--- config.mk ---
export PLATFORM = sky130hd
export DESIGN_NAME = struct_array_packer
export DESIGN_NICKNAME = d
export VERILOG_FILES = /design/src/rtl/struct_array_pkg.sv /design/src/rtl/struct_array_packer.sv
export SDC_FILE = /design/constraint.sdc
export NUM_CORES = 1
export LEC_CHECK = 0
export CAP_MARGIN = 20
export CORE_ASPECT_RATIO = 1.2
export CORE_UTILIZATION = 49
export CTS_CLUSTER_DIAMETER = 80
export DETAILED_ROUTE_END_ITERATION = 12
export PLACE_DENSITY = 0.8
export SLEW_MARGIN = 20
export SYNTH_ARGS = -nofsm -noshare
export SYNTH_HDL_FRONTEND = slang
export SYNTH_SLANG_ARGS = --single-unit
--- constraint.sdc ---
create_clock -name clk -period 2.25 [get_ports clk]
set_clock_uncertainty 0.1 [all_clocks]
set_input_delay 0.3375 -clock clk [delete_from_list [all_inputs] [get_ports clk]]
set_output_delay 0.3375 -clock clk [all_outputs]
set_load 0.01 [all_outputs]
--- src/rtl/struct_array_pkg.sv ---
// Shared element layout for the struct-array packer/unpacker pair.
// Slot i of a packed word sits at bit slot_lsb(i); inside a slot a is MSB-most, c LSB-most.
package struct_array_pkg;

   localparam int A_W_DEFAULT = 1;
   localparam int B_W_DEFAULT = 4;
   localparam int C_W_DEFAULT = 2;
   localparam int ELEM_W      = A_W_DEFAULT + B_W_DEFAULT + C_W_DEFAULT;
   localparam int N_DEFAULT   = 8;

   typedef struct packed {
      logic [A_W_DEFAULT-1:0] a;
      logic [B_W_DEFAULT-1:0] b;
      logic [C_W_DEFAULT-1:0] c;
   } elem_t;

   function automatic int unsigned slot_lsb(input int unsigned i, input int unsigned ew = ELEM_W);
      return i * ew;
   endfunction

endpackage

--- src/rtl/struct_array_packer.sv ---
// Packs N {a,b,c} elements into one word; STRUCT_PACKER_FLUSH_EN adds flush/out_count.
// Latency: out_valid rises on the edge that accepts the N-th element (or a flush).
// Backpressure: in_ready = !out_valid || out_ready, so a drain and a new accept share an edge.
module struct_array_packer
   import struct_array_pkg::*;
#(
   parameter int N   = N_DEFAULT,
   parameter int A_W = A_W_DEFAULT,
   parameter int B_W = B_W_DEFAULT,
   parameter int C_W = C_W_DEFAULT,
   localparam int SLOT_W = A_W + B_W + C_W,
   localparam int WORD_W = N * SLOT_W,
   localparam int CNT_W  = $clog2(N + 1)
) (
   input  logic              clk,
   input  logic              rst_n,
   input  logic              in_valid,
   output logic              in_ready,
   input  logic [A_W-1:0]    in_a,
   input  logic [B_W-1:0]    in_b,
   input  logic [C_W-1:0]    in_c,
   output logic              out_valid,
   input  logic              out_ready,
   output logic [WORD_W-1:0] out_word
`ifdef STRUCT_PACKER_FLUSH_EN
   ,
   input  logic              flush,
   output logic [CNT_W-1:0]  out_count
`endif
);

   logic [CNT_W-1:0]  cnt;
   logic [CNT_W-1:0]  cnt_nxt;
   logic [WORD_W-1:0] word_nxt;
   logic              valid_nxt;
   logic              accept;
   logic              drain;
   logic              complete;
   logic [SLOT_W-1:0] elem;

   assign elem     = {in_a, in_b, in_c};
   assign in_ready = !out_valid || out_ready;
   assign accept   = in_valid && in_ready;
   assign drain    = out_valid && out_ready;
   assign complete = accept && (cnt == CNT_W'(N - 1));

`ifdef STRUCT_PACKER_FLUSH_EN
   logic [CNT_W-1:0] filled;
   logic             fire;

   // Slots occupied once this cycle's accept (if any) has landed.
   assign filled = accept ? cnt + CNT_W'(1) : cnt;
   assign fire   = flush && in_ready && !complete && (filled != '0);
`endif

   always_comb begin
      word_nxt = out_word;
      cnt_nxt  = cnt;
      if (accept) begin
         // A fresh word starts from zero so stale slots never leak forward.
         if (cnt == '0) begin
            word_nxt = '0;
         end
         for (int i = 0; i < N; i++) begin
            if (cnt == CNT_W'(i)) begin
               word_nxt[slot_lsb(i, SLOT_W) +: SLOT_W] = elem;
            end
         end
         cnt_nxt = complete ? '0 : cnt + CNT_W'(1);
      end
`ifdef STRUCT_PACKER_FLUSH_EN
      if (fire) begin
         cnt_nxt = '0;
      end
`endif
   end

   always_comb begin
      valid_nxt = out_valid;
      if (drain) begin
         valid_nxt = 1'b0;
      end
      if (complete) begin
         valid_nxt = 1'b1;
      end
`ifdef STRUCT_PACKER_FLUSH_EN
      if (fire) begin
         valid_nxt = 1'b1;
      end
`endif
   end

   always_ff @(posedge clk or negedge rst_n) begin
      if (!rst_n) begin
         cnt       <= '0;
         out_word  <= '0;
         out_valid <= 1'b0;
      end else begin
         cnt       <= cnt_nxt;
         out_word  <= word_nxt;
         out_valid <= valid_nxt;
      end
   end

`ifdef STRUCT_PACKER_FLUSH_EN
   always_ff @(posedge clk or negedge rst_n) begin
      if (!rst_n) begin
         out_count <= '0;
      end else if (complete) begin
         out_count <= CNT_W'(N);
      end else if (fire) begin
         out_count <= filled;
      end
   end
`endif

endmodule

# Word level (Yosys, flattened, before mapping)
# Cells that the tools add are included.
[op_classes]
addsub = 1
n_eq_ne = 7
muxes = 12
reduce_logical = 22
[ops]
columns = ["cell", "count"]
rows = [
  ["$mux W56", 1],
  ["$mux W7", 8],
  ["$eq A4 B3 Y1 const B", 4],
  ["$reduce_and A2 Y1", 8],
  ["$reduce_bool A2 Y1", 8],
  ["$eq A4 B2 Y1 const B", 2],
  ["$add A4 B1 Y4 const B", 1],
  ["$eq A4 B1 Y1 const B", 1],
  ["$logic_not A4 Y1", 1],
  ["$mux W4", 1],
  ["$logic_and A1 B1 Y1", 3],
  ["$mux W1", 2],
  ["$logic_not A1 Y1", 1],
  ["$logic_or A1 B1 Y1", 1],
]
[word_totals]
register_bits = 61
in_bits = 11
out_inout_bits = 58
elab_cells = 52

# Depth between registers and ports, before layout
[depth]
word_depth = 5
mapped_depth = 7
mapped_depth_nobuf = 5

# Least setup slack after synthesis
# OpenSTA, ideal clock, no wires.
[synth_timing]
kind = "register -> register"
startpoint = "reg cnt[0]"
endpoint = "reg out_word[0]"
arrival_time_ps = 1350
required_ps = 2025
path_slack_ps = 675
path_stages_with_launch = 7
period_less_slack_ps = 1575
path_cell_list = "dfrtp_1 -> inv_1 -> ha_1 -> nand4bb_1 -> buf_6 -> nor2_8 -> mux2_2"
[synth_via]
elab_chain_cells = 2
word_cells_on_any_way = 3
cone_classes = "mux (1); reduce/logical (2)"
[synth_lines]
columns = ["element", "line_no", "text"]
rows = [
  ["start, declared", "struct_array_packer.sv:32", "logic [CNT_W-1:0] cnt;"],
  ["start signal, assigned", "struct_array_packer.sv:99", "cnt <= cnt_nxt;"],
  ["$logic_not A4 Y1 *", "struct_array_packer.sv:61, struct_array_packer.sv:65", ""],
  ["$mux W7 / $reduce_and A2 Y1 (equally long branches)", "-", ""],
  ["end signal, assigned", "struct_array_packer.sv:100", "out_word <= word_nxt;"],
  ["end, declared", "struct_array_packer.sv:24", "output logic [WORD_W-1:0] out_word"],
]
# Mark *: on every way between the ends. The rest lies on a longest branch, timed or not.
# A chain may end at the register's enable or synchronous reset.

# Worst setup path after layout
[layout_timing]
startpoint = "in out_ready"
endpoint = "out in_ready"
[layout_via]
elab_chain_cells = 1
[layout_lines]
columns = ["element", "line_no", "text"]
rows = [
  ["start, declared", "struct_array_packer.sv:23", "input logic out_ready,"],
  ["$logic_or A1 B1 Y1", "struct_array_packer.sv:42", "assign in_ready = !out_valid || out_ready;"],
  ["end, declared", "struct_array_packer.sv:18", "output logic in_ready,"],
]
# No other way between the ends.

==> results.cfg <==
[pwr]
irDropWorstVdd_mv = 0.722
power-per-cell-area_nw_per_um2 = 1390
p_leak_uw = 0.00188

[cts]
htreeDepth = 3
tritoncts = built
clockRootBuffer = clkbuf_8
cts_resized = 0
clk_latency_ps = 330
numCtsBuffers = 9
clkTransAtPathRegs_ps = 60
cts.sinks = 61
cts_buffer_depth = 2
cts_setup_buffers = 0

[drt]
route.detailed.drc = 0
drtPass1Iterations = 4
routedWlPerCell_um = 17.2
ant_nets = 0
drt_iter0_markers = 117
drt-total-wl_um = 6360
vias = 1986
vias_per_cell = 5.38

[setup_path]
worst-r2r-setup-slack_ps = 320
path_common_cell = clkdlybuf4s50_1
cp_slowest_stage_delay_ps = 510
r2r-start = cnt[0]
slowest_stage = clkdlybuf4s50_1
worstPathMaxFanout = 11
crit_family = buffers and inverters
cp-end-kind = output port
critPathKind = input port to output port
cp-endpoint = in_ready
reg2reg_depth = 6
crit_required_ps = 1810
worst_ep_arrival_time_ps = 1600
start_kind = input port
worstPathCellList = clkdlybuf4s50_1 -> nor2b_4 -> clkinv_4 -> clkdlybuf4s50_1
crit_start = out_ready
crit_cells = 4
reg2reg_to = out_word[55]
crit_buf_inv = 3

[synthesis]
synthFlopType = dfrtp_1
syn_nets = 241
synth_edf_count = 0
ys_ff_latch = 61
ys_seq_area_share_pct = 53.8
yosysTopAreaCellShare_pct = 53.8
synth_commonest_cells = 61 x dfrtp_1, 49 x mux2i_1, 29 x o21ai_0
postSynth.asyncResetShare_pct = 100
netlist_instances = 226
yosys-top-cells-area = dfrtp_1 54%, mux2i_1 17%, o21ai_0 5.1%, mux2_2 3.6%, buf_6 2.4%
ys_warn_count = 0
synth_largest_area_cell = dfrtp_1
synth.distinct_cells = 28
syn_area_per_cell_um2 = 12.6
netlist_area_um2 = 2840
yosysMostFrequentCell = dfrtp_1

[floorplan]
die_h_um = 85.3
io_pins = 69
row_count = 30
initial_core_util_pct = 50.4
dieWidth_um = 71.5
die_area_um2 = 6100
coreArea_um2 = 5630

[placement]
gp_congestion = 0.824
portBuffers = 68
placed_cells_incl_taps = 352
dp_hpwl_um = 4310

[timing]
final.period_utilization_pct = 90.7
fmax_mhz = 490
rsz0062_at_grt = false
layout_min_cycle_time_ps = 2040
hold_violations = 0
finalSetupTns_ps = 0
drv_slew = 0
setup_violations = 0
worst_pin_slew_ps = 535
max-slew-margin-rel_pct = 64.3

[global_route]
globalRouteOverflowTotal = 0
grt_first_pass_wirelength_um = 10200
track_usage_pct = 22.6
antenna_found_initial = 0
grt_pass1_vias = 2017
grt_start_max_net_pins = 40

[final_layout]
num_antenna_cells = 0
fin_nets = 315
fillers = 450
drive_gt1_share_pct = 14.1
syn_to_final_growth_pct = 32.5
fin_cells = 369

[job]
maxCapViolCount = 0

[run_status]
status = completed

[min_path]
min_from = out_word[4]
hold_path_class = register to register
## power breakdown
| group | total, µW | internal (µW) | switching (µW) | leakage, µW |
|---|---|---|---|---|
| Sequential | 1920 | 1610 | 308 | 0.000780 |
| Combinational | 2350 | 1310 | 1030 | 0.00100 |
| Clock | 944 | 538 | 406 | 0.0000964 |
| Total | 5210 | 3460 | 1750 | 0.00188 |
## stage by stage
step	area (µm²)	hold slack (ps)	setup WS [ps]	power [µW]	util, %
after floorplan	2840	-58.1	675	3080	-
after global placement	3550	243	206	4210	63.1
after detailed placement	3550	250	196	4290	63.1
after CTS	3760	411	192	5260	66.7
after global routing	3760	422	160	5530	66.7
final	3760	412	209	5210	66.7
## sequential cells by signal, indices dropped and copies added, names as in the netlist
register / count
out_valid: 1
cnt: 4
out_word: 56
## worst min-delay path by stage
stage                        end  slack (ps)  cells after the start
global route         out_word[4]         420                      1
global placement    out_word[25]         240                      1
CTS                  out_word[4]         410                      1
finish               out_word[4]         410                      1
floorplan                 cnt[0]         -60                      0
detailed placement  out_word[25]         250                      1
## metal layers
metal / global-route usage [%] / up-vias / routed length [µm]
li1: - / 927 / -
met1: 29.0 / 985 / 2800
met2: 36.2 / 60 / 3130
met3: 4.51 / 14 / 258
met4: 12.3 / 0 / 161
met5: 0 / - / 0
## logic make-up after synthesis
family	count (synthesis)	synth area share (%)
fa+ha+maj	4	1.76
mux	59	21.4
simple gates	28	9.09
flops	61	53.8
buf+inv	30	6.04
compound gates	43	7.59
xor+xnor	1	0.309
## layout make-up
cell class / count / area, µm² / share of cell area, %
sequential: 61 / 1530 / 40.6
multi-input combinational: 135 / 1140 / 30.3
timing repair buffer: 76 / 751 / 20.0
clock buffer: 12 / 145 / 3.86
tap: 64 / 80.1 / 2.13
inverter: 17 / 68.8 / 1.83
clock inverter: 4 / 47.5 / 1.27
## placed cells by master, fill, tap and decap left out
master and instances:
ha_1 4, mux2_2 9, nand4bb_1 1, nor2b_4 1, and2b_2 1, nand3_4 3, bufinv_16 1, inv_1 16
buf_12 1, nand2_1 10, and2b_1 3, xnor2_1 1, and3_1 1, nand4_4 2, mux2_4 1, nand3_1 2
clkinvlp_4 1, clkdlybuf4s50_1 67, dfrtp_1 61, nor2_1 1, nor3_4 1, dlygate4sd3_1 1, mux2i_1 49, clkinv_2 2
o21ai_1 13, clkbuf_8 10, a21oi_1 1, nor2_8 1, nand4_2 1, clkinv_4 1, buf_2 1, buf_4 6
o21ai_0 29, clkbuf_1 2
## what timing repair did
action	4_1_cts	5_1_grt
hold buffers	1	0
endpoints found under the setup margin	0	0
endpoints found under the hold margin	22	0
Power figures use the tool's default switching activity.
